### config.mk
export PLATFORM = sky130hd
export DESIGN_NAME = uart_led_ctrl
export DESIGN_NICKNAME = d
export VERILOG_FILES = /design/src/rtl/uart_led_ctrl.sv
export SDC_FILE = /design/constraint.sdc
export NUM_CORES = 1
export LEC_CHECK = 0
export ABC_AREA = 0
export CAP_MARGIN = 20
export CORE_MARGIN = 2
export CORE_UTILIZATION = 31
export DETAILED_ROUTE_END_ITERATION = 7
export HOLD_SLACK_MARGIN = 0.03
export PLACE_DENSITY = 0.5
export SLEW_MARGIN = 15
export SYNTH_ARGS = -nofsm -noshare
export SYNTH_HDL_FRONTEND = slang
export SYNTH_SLANG_ARGS = --single-unit
### constraint.sdc
create_clock -name i_Clock -period 5.25 [get_ports i_Clock]
set_input_delay 1.05 -clock i_Clock [delete_from_list [all_inputs] [get_ports i_Clock]]
set_output_delay 1.05 -clock i_Clock [all_outputs]
set_load 0.01 [all_outputs]
### src/rtl/uart_led_ctrl.sv
// LED/timebase controller driven by UART byte streams: decodes two-byte channel
// commands and legacy single-byte commands, acknowledges over TX, and runs the PPS/seconds timebase.
module uart_led_ctrl #(
   parameter int          N_CH         = 3,
   parameter int          PWM_BITS     = 8,
   parameter int          ACC_BITS     = 32,
   parameter int unsigned PPS_INC      = 172,
   parameter int          SECS_MOD     = 60,
   parameter int          TIMEOUT_CLKS = 250000,
   parameter int          LEGACY_CH    = 1
) (
   input  logic                        i_Clock,
   input  logic                        i_Reset,
   input  logic                        i_RX_DV,
   input  logic [7:0]                  i_RX_Byte,
   input  logic                        i_TX_Active,
   output logic                        o_TX_DV,
   output logic [7:0]                  o_TX_Byte,
   output logic [N_CH-1:0]             o_LED,
   output logic                        o_PPS,
   output logic [$clog2(SECS_MOD)-1:0] o_Secs,
   output logic                        o_Minute
);

   localparam int SECS_W = $clog2(SECS_MOD);
   localparam int TMO_W  = $clog2(TIMEOUT_CLKS);

   localparam logic [ACC_BITS:0] INC_EXT   = (ACC_BITS+1)'(PPS_INC);
   localparam logic [SECS_W-1:0] SECS_LAST = SECS_W'(SECS_MOD - 1);
   localparam logic [TMO_W-1:0]  TMO_LAST  = TMO_W'(TIMEOUT_CLKS - 1);
   localparam logic [7:0]        RSP_ACK   = 8'h06;
   localparam logic [7:0]        RSP_NAK   = 8'h15;
   localparam logic [7:0]        LEGACY_ON = 8'h31;

   typedef enum logic [1:0] {
      MODE_OFF   = 2'b00,
      MODE_ON    = 2'b01,
      MODE_PWM   = 2'b10,
      MODE_BLINK = 2'b11
   } mode_t;

   typedef enum logic {
      S_IDLE      = 1'b0,
      S_WAIT_DATA = 1'b1
   } state_t;

   state_t              r_state;
   state_t              w_state_next;
   logic [ACC_BITS-1:0] r_acc;
   logic                r_pps;
   logic [ACC_BITS:0]   w_acc_sum;
   logic [SECS_W-1:0]   r_secs;
   logic [3:0]          r_hdr_ch;
   mode_t               r_hdr_mode;
   logic [TMO_W-1:0]    r_tmo;
   mode_t               r_mode [N_CH];
   logic [7:0]          r_val  [N_CH];
   logic [PWM_BITS-1:0] r_pwm;
   logic [N_CH-1:0]     r_led;
   logic                r_pend;
   logic [7:0]          r_pend_byte;
   logic                r_tx_dv;
   logic [7:0]          r_tx_byte;

   logic                w_hdr_load;
   logic                w_legacy;
   logic                w_wr;
   logic                w_rsp_valid;
   logic [7:0]          w_rsp_byte;
   logic                w_ch_ok;
   logic                w_tx_fire;

   // Timebase: the carry out of the accumulator is the one-cycle PPS tick.
   assign w_acc_sum = {1'b0, r_acc} + INC_EXT;

   always_ff @(posedge i_Clock or posedge i_Reset) begin
      if (i_Reset) begin
         r_acc  <= '0;
         r_pps  <= 1'b0;
         r_secs <= '0;
         r_pwm  <= '0;
      end else begin
         r_acc <= w_acc_sum[ACC_BITS-1:0];
         r_pps <= w_acc_sum[ACC_BITS];
         r_pwm <= r_pwm + PWM_BITS'(1);
         if (int'(r_secs) >= SECS_MOD) begin
            r_secs <= '0;
         end else if (r_pps) begin
            r_secs <= (r_secs == SECS_LAST) ? '0 : r_secs + SECS_W'(1);
         end
      end
   end

   assign w_ch_ok = ({28'd0, r_hdr_ch} < N_CH);

   always_ff @(posedge i_Clock or posedge i_Reset) begin
      if (i_Reset) begin
         r_state <= S_IDLE;
      end else begin
         r_state <= w_state_next;
      end
   end

   // A byte arriving on the timeout cycle still counts as the data byte.
   always_comb begin
      w_state_next = r_state;
      w_hdr_load   = 1'b0;
      w_legacy     = 1'b0;
      w_wr         = 1'b0;
      w_rsp_valid  = 1'b0;
      w_rsp_byte   = 8'h00;
      case (r_state)
         S_IDLE: begin
            if (i_RX_DV) begin
               if (i_RX_Byte[7]) begin
                  w_hdr_load   = 1'b1;
                  w_state_next = S_WAIT_DATA;
               end else begin
                  w_legacy = 1'b1;
               end
            end
         end
         S_WAIT_DATA: begin
            if (i_RX_DV) begin
               w_state_next = S_IDLE;
               w_rsp_valid  = 1'b1;
               w_wr         = w_ch_ok;
               w_rsp_byte   = w_ch_ok ? RSP_ACK : RSP_NAK;
            end else if (r_tmo == TMO_LAST) begin
               w_state_next = S_IDLE;
            end
         end
         default: w_state_next = S_IDLE;
      endcase
   end

   always_ff @(posedge i_Clock or posedge i_Reset) begin
      if (i_Reset) begin
         r_hdr_ch   <= '0;
         r_hdr_mode <= MODE_OFF;
         r_tmo      <= '0;
      end else begin
         if (w_hdr_load) begin
            r_hdr_ch   <= i_RX_Byte[3:0];
            r_hdr_mode <= mode_t'(i_RX_Byte[6:5]);
            r_tmo      <= '0;
         end else if (r_state == S_WAIT_DATA && !i_RX_DV && r_tmo != TMO_LAST) begin
            r_tmo <= r_tmo + TMO_W'(1);
         end
      end
   end

   always_ff @(posedge i_Clock or posedge i_Reset) begin
      if (i_Reset) begin
         for (int i = 0; i < N_CH; i++) begin
            r_mode[i] <= MODE_OFF;
            r_val[i]  <= '0;
         end
      end else begin
         for (int i = 0; i < N_CH; i++) begin
            if (w_wr && r_hdr_ch == 4'(i)) begin
               r_mode[i] <= r_hdr_mode;
               r_val[i]  <= i_RX_Byte;
            end else if (w_legacy && i == LEGACY_CH) begin
               r_mode[i] <= (i_RX_Byte == LEGACY_ON) ? MODE_ON : MODE_OFF;
            end
         end
      end
   end

   // One-deep response slot; a newer response replaces an unsent one.
   assign w_tx_fire = r_pend && !i_TX_Active;

   always_ff @(posedge i_Clock or posedge i_Reset) begin
      if (i_Reset) begin
         r_pend      <= 1'b0;
         r_pend_byte <= '0;
         r_tx_dv     <= 1'b0;
         r_tx_byte   <= '0;
      end else begin
         r_tx_dv <= w_tx_fire;
         if (w_tx_fire) begin
            r_tx_byte <= r_pend_byte;
         end
         if (w_rsp_valid) begin
            r_pend      <= 1'b1;
            r_pend_byte <= w_rsp_byte;
         end else if (w_tx_fire) begin
            r_pend <= 1'b0;
         end
      end
   end

   always_ff @(posedge i_Clock or posedge i_Reset) begin
      if (i_Reset) begin
         r_led <= '1;
      end else begin
         for (int i = 0; i < N_CH; i++) begin
            case (r_mode[i])
               MODE_OFF:   r_led[i] <= 1'b1;
               MODE_ON:    r_led[i] <= 1'b0;
               MODE_PWM:   r_led[i] <= !(r_pwm < PWM_BITS'(r_val[i]));
               MODE_BLINK: r_led[i] <= r_acc[ACC_BITS-1];
               default:    r_led[i] <= 1'b1;
            endcase
         end
      end
   end

   assign o_TX_DV   = r_tx_dv;
   assign o_TX_Byte = r_tx_byte;
   assign o_LED     = r_led;
   assign o_PPS     = r_pps;
   assign o_Secs    = r_secs;
   assign o_Minute  = (r_secs != '0);

endmodule

==> results.py, run 1 <==
metrics = {
    "finish": {
        "diodes": 0,
        "final_area_mm2": 0.00618,
        "layout.cells.most_common_list": "dfrtp_1, nand2_1, inv_1",
        "nFillCells": 1707,
        "num-nets-final": 566,
        "layout_commonest_cell": "dfrtp_1",
        "utilization_pct": 36.1,
        "area_growth_pct": 14.8,
        "drive_gt1_share_pct": 11.1,
    },
    "run_status": {
        "status": "complete, no violations",
    },
    "logic_synthesis": {
        "ys_ff_latch": 111,
        "ys_seq_area_share_pct": 51.6,
        "yosysWarnings": 0,
        "netlist_area_mm2": 0.00539,
        "synth-edff-count": 0,
        "synth_area_per_cell_um2": 10.8,
        "yosysUniqueCellTypes": 59,
        "synth_cells": 498,
        "ys_async_sr_fraction_pct": 100,
        "synthFlopType": "dfrtp_1",
    },
    "worst_hold_path": {
        "hp-class": "flip-flop to flip-flop",
    },
    "clock_tree": {
        "h-tree-depth": 3,
        "hold_buffers": 0,
        "clock_latency_ns": 0.36,
        "cts_tree": "done",
        "cts_setup_buffers": 0,
        "clockRootBuffer": "clkbuf_16",
        "cts_buffer_depth": 2,
        "cts.sinks": 111,
        "cts_buffers": 9,
        "cts_resized": 0,
        "clk_pin_slew_ns": 0.07,
    },
    "die": {
        "die-area_mm2": 0.0185,
        "chipWidth_um": 136,
        "boundaryPins": 32,
        "initial_core_util_pct": 31.5,
        "rows": 48,
        "core_mm2": 0.0171,
        "die_y_um": 136,
    },
    "global_route": {
        "antenna_found_initial": 0,
        "grtUsageMet2_pct": 20.9,
        "grt_pass1_vias": 3633,
        "grt_max_degree": 46,
        "grt_pass1_wl_um": 18300,
        "use_met3_pct": 3.28,
        "overflow": 0,
        "grt_use_met1_pct": 16.1,
        "track_usage_pct": 12.7,
        "busiest_layer": "met2",
    },
    "sta": {
        "setup_slack_ns": 2.34,
        "maxSlewViolCount": 0,
        "min_period_ns": 2.91,
        "finClkSkew_ns": 0.00752,
        "rsz0062_at_grt": "false",
        "worst_slew_pin_slew_ns": 0.869,
        "hold_violations": 0,
        "slew_headroom_pct": 41.8,
        "fmax_mhz": 343,
        "period_share_pct": 55.5,
        "setup_violations": 0,
        "setup-tns-final_ns": 0,
    },
    "placement": {
        "hpwl_um": 7430,
        "io_buffer_count": 27,
        "gp_congestion": 0.738,
        "dpl-instance-area_mm2": 0.00589,
        "place_ws_ns": 1.99,
    },
    "power": {
        "power_leakage_nw": 2.79,
        "p_sw_uw": 584,
        "pwr-share-seq_pct": 50.0,
        "p_int_mw": 1.59,
        "combPwrFrac_pct": 19.1,
        "switching_share_pct": 26.8,
        "power.density_mw_per_mm2": 352,
        "finalPower_mw": 2.18,
        "p_clk_share_pct": 30.9,
        "peakVddDrop_mv": 0.174,
    },
    "worst_setup_path": {
        "cp.required_ns": 5.49,
        "cp-start-kind": "primary input",
        "path_max_fanout": 17,
        "worstPathArrival_ns": 3.16,
        "path_class": "primary input to flip-flop",
        "end_kind": "flip-flop",
    },
    "route": {
        "ant_nets": 0,
        "postRouteWirelength_um": 10500,
        "vias": 3569,
        "wl_per_cell_um": 13.9,
        "drt_iter0_drc": 189,
        "drt_pass1_iterations": 4,
        "via_per_inst": 4.71,
        "drc": 0,
    },
    "flow_run": {
        "maxCapViolations": 0,
    },
}
## metal layers
layer	vias to the layer above	part of all wire, %
li1	1780	-
met1	1743	47
met2	32	48
met3	14	2.6
met4	0	2.3
met5	-	0
## cell type report
class	instances	area, um2	area share, %
clock buffers	12	236	3.82
repair buffers	31	300	4.86
multi-input cells	334	2380	38.5
flip-flops and latches	111	2780	45.0
clock inverters	4	47.5	0.769
well taps	225	282	4.55
inverters	41	156	2.53
## state kept, by name, indices dropped and copies added, names as in the netlist, 3 cells and up
| name | cells |
|---|---|
| r_acc | 30 |
| o_TX_Byte | 3 |
| r_tmo | 18 |
| r_mode | 6 |
| o_LED | 3 |
| r_val | 24 |
| o_Secs | 6 |
| r_hdr_ch | 4 |
| r_pend_byte | 3 |
| r_pwm | 8 |
## Yosys cell counts, types with 4 or more instances
cell	number	area (um2)
o31ai_1	4	30.0
a221oi_1	4	35.0
buf_4	5	37.5
nor3_1	9	45.0
nand3_1	21	105
nand2b_1	6	37.5
nand2_1	50	188
ha_1	26	325
a21o_1	7	52.6
mux2_2	19	214
mux2_4	6	90.1
inv_1	41	154
o21a_1	4	30.0
mux2i_1	5	50.1
nor2_1	31	116
xnor2_1	19	166
dfrtp_1	108	2700
o211ai_1	6	45.0
and3_1	5	31.3
o21ai_0	25	125
nor2b_1	4	25.0
xor2_1	17	149
clkbuf_1	8	30.0
nor4_1	4	25.0
nand4_1	8	50.1
a21oi_1	10	50.1
## worst max-delay path, cell delays in order
cell and delay, ns:
clkdlybuf4s50_1 0.56, nand2_2 0.10, or3_4 0.36, nor3_2 0.67
mux2_2 0.41
## through the flow
| stage | hold slack (ns) | std cells |
|---|---|---|
| floorplan | 0.406 | 501 |
| global placement | 0.419 | 741 |
| detailed placement | 0.435 | 741 |
| CTS | 0.446 | 757 |
| global route | 0.481 | 758 |
| finish | 0.438 | 758 |
## path summary, 6_finish.rpt
check,from,endpoint,slack [ns],cells past startpoint
max,i_RX_DV,r_mode[4]$_DFFE_PP0P_,2.34,5
min,r_acc[2]$_DFF_PP0_,r_acc[2]$_DFF_PP0_,0.44,1
max reg2reg,r_state$_DFF_PP0_,r_mode[4]$_DFFE_PP0P_,3.18,4
min reg2reg,r_acc[2]$_DFF_PP0_,r_acc[2]$_DFF_PP0_,0.44,1
max in group asynchronous,i_Reset,r_pend$_DFFE_PP0P_,3.15,3
min in group asynchronous,i_Reset,r_tmo[16]$_DFFE_PP0P_,1.12,2
## power by group through the flow
| stage | clock [mW] | sequential [mW] | combinational [mW] |
|---|---|---|---|
| 5_1_grt | 0.729 | 1.11 | 0.480 |
| 3_3_place_gp | 0 | 1.10 | 0.411 |
| 2_1_floorplan | 0 | 1.09 | 0.292 |
| 3_5_place_dp | 0 | 1.10 | 0.422 |
| 4_1_cts | 0.696 | 1.09 | 0.423 |
| 6_report | 0.673 | 1.09 | 0.415 |
## cells by family (layout without fill, tap and decap cells)
| family | after synthesis | in the layout | share of synthesized area (%) |
|---|---|---|---|
| flops | 111 | 111 | 51.6 |
| simple gates | 161 | 161 | 15.9 |
| xor+xnor | 36 | 36 | 5.85 |
| fa+ha+maj | 26 | 26 | 6.04 |
| other cells | 1 | 4 | 0.0696 |
| buf+inv | 56 | 88 | 4.41 |
| compound gates | 77 | 77 | 9.52 |
| mux | 30 | 30 | 6.57 |
(Power assumes the default switching activity.)
==> run 2: changes to the inputs <==
--- a/config.mk
+++ b/config.mk
@@ -11,7 +11,7 @@
 export CORE_UTILIZATION = 31
 export DETAILED_ROUTE_END_ITERATION = 7
 export HOLD_SLACK_MARGIN = 0.03
-export PLACE_DENSITY = 0.5
+export PLACE_DENSITY = 0.52
 export SLEW_MARGIN = 15
 export SYNTH_ARGS = -nofsm -noshare
 export SYNTH_HDL_FRONTEND = slang
==> constraint.sdc (replaced) <==
create_clock -name i_Clock -period 2.65 [get_ports i_Clock]
set_input_delay 0.53 -clock i_Clock [delete_from_list [all_inputs] [get_ports i_Clock]]
set_output_delay 0.53 -clock i_Clock [all_outputs]
set_load 0.01 [all_outputs]
==> results.py, run 2 (synthesized netlist as in run 1, its figures left out) <==
metrics = {
    "finish": {
        "nFillCells": 1697,
        "final_area_mm2": 0.00629,
        "largest-register": "r_acc",
        "num-nets-final": 575,
        "multi_input_area_mm2": 0.00238,
        "seq_area_mm2": 0.00278,
        "drive_gt1_share_pct": 12.9,
        "finalNonFillerCells": 767,
        "largest_reg_flops": 30,
        "layout_commonest_cell": "dfrtp_1",
        "diodes": 0,
        "layout.cells.most_common_list": "dfrtp_1, nand2_1, inv_1",
        "largestRegisters": "r_acc: 30 flops, r_val: 24 flops, r_tmo: 18 flops",
        "area_growth_pct": 16.8,
    },
    "sta": {
        "worst_slew_pin_slew_ns": 0.623,
        "maxSlewViolCount": 0,
        "fmax_mhz": 446,
        "setup-tns-final_ns": 0,
        "slew_headroom_pct": 58.5,
        "setup_violations": 0,
        "hold_violations": 0,
        "rsz0062_at_grt": "false",
        "setup_slack_ns": 0.410,
        "period_share_pct": 84.5,
        "min_period_ns": 2.24,
        "finClkSkew_ns": 0.00362,
    },
    "route": {
        "via_per_inst": 4.73,
        "postRouteWirelength_um": 10800,
        "ant_nets": 0,
        "vias": 3629,
        "drc": 0,
        "drt_pass1_iterations": 4,
        "drt_iter0_drc": 175,
        "wl_per_cell_um": 14.0,
    },
    "worst_setup_path": {
        "worst-r2r-cell-count": 6,
        "worstPathArrival_ns": 1.71,
        "reg2reg_setup_slack_ns": 0.68,
        "end_kind": "primary output",
        "cp.required_ns": 2.12,
        "r2r-start": "r_tmo[0]$_DFFE_PP0P_",
        "path_class": "flip-flop to primary output",
        "path_max_fanout": 9,
        "r2r_end": "r_tmo[16]$_DFFE_PP0P_",
        "cp-start-kind": "flip-flop",
    },
    "clock_tree": {
        "clockRootBuffer": "clkbuf_16",
        "h-tree-depth": 3,
        "hold_buffers": 0,
        "clock_latency_ns": 0.35,
        "cts_buffers": 9,
        "clk_pin_slew_ns": 0.07,
        "cts_setup_buffers": 0,
        "cts_buffer_depth": 2,
        "cts_resized": 0,
        "cts.sinks": 111,
        "cts_tree": "done",
    },
    "placement": {
        "io_buffer_count": 27,
        "hpwl_um": 7570,
        "dpl-instance-area_mm2": 0.00598,
        "dpl.cell_count": 751,
        "gp_congestion": 0.762,
        "place_ws_ns": 0.193,
    },
    "power": {
        "peakVddDrop_mv": 0.336,
        "power_leakage_nw": 2.85,
        "power.density_mw_per_mm2": 697,
    },
    "die": {
        "rows": 48,
        "boundaryPins": 32,
        "die_y_um": 136,
        "chipWidth_um": 136,
        "die-area_mm2": 0.0185,
        "initial_core_util_pct": 31.5,
        "core_mm2": 0.0171,
    },
    "flow_run": {
        "maxCapViolations": 0,
    },
    "global_route": {
        "track_usage_pct": 12.5,
        "antenna_found_initial": 0,
        "grt_pass1_wl_um": 18200,
        "grt_pass1_vias": 3597,
        "overflow": 0,
        "grt_max_degree": 112,
    },
    "worst_hold_path": {
        "min_path_cells": 1,
        "hp-start": "r_acc[2]$_DFF_PP0_",
        "hp-class": "flip-flop to flip-flop",
        "holdPathEnd": "r_acc[2]$_DFF_PP0_",
    },
    "run_status": {
        "status": "complete, no violations",
    },
}
==> run 2: cell types whose count changed in the layout (fill, tap and decap cells not counted) <==
cell      change
buf_4         +8
clkbuf_8      +3
clkbuf_1      -2
buf_12        +1
inv_4         -1
==> run 2: cell type report <==
type	instances	share of cell area, %
sequential	111	44.2
multi-input combinational	334	37.8
timing repair buffer	40	6.04
tap	225	4.47
clock buffer	13	4.30
inverter	41	2.51
clock inverter	3	0.636
==> run 2: stage by stage <==
step	hold slack, ns	power, mW	utilization [%]
2_1_floorplan	0.406	2.74	-
5_1_grt	0.466	4.68	36.8
6_report	0.435	4.39	36.8
3_3_place_gp	0.416	2.99	34.9
4_1_cts	0.440	4.48	36.8
3_5_place_dp	0.430	3.03	34.9
==> run 2: critical path, stage by stage, from the launching register on <==
cell             delay, ns
dfrtp_1               0.48
nor4_1                0.30
nand2_1               0.09
clkdlybuf4s50_1       0.49
==> run 2: metal layers <==
metal	track usage, %	up-vias	wire (um)
li1	-	1801	-
met1	17.5	1781	5270
met2	19.2	35	5040
met3	3.58	12	310
met4	3.13	0	130
met5	0	-	0
==> run 2: worst max-delay path by stage <==
stage                                startpoint                    end  depth (start not counted)
after floorplan                         i_RX_DV  r_val[10]$_DFFE_PP0P_                          5
after global placement                  i_RX_DV  r_val[12]$_DFFE_PP0P_                          5
after detailed placement                i_RX_DV   r_val[9]$_DFFE_PP0P_                          5
after CTS                 o_Secs[2]$_DFFE_PP0P_               o_Minute                          3
after global routing      o_Secs[2]$_DFFE_PP0P_               o_Minute                          3
final                     o_Secs[2]$_DFFE_PP0P_               o_Minute                          3
==> run 2: power by group <==
part | switching (mW) | leakage, nW | internal [mW]
registers | 0.165 | 1.42 | 1.99
logic | 0.383 | 1.27 | 0.441
clock network | 0.596 | 0.156 | 0.808
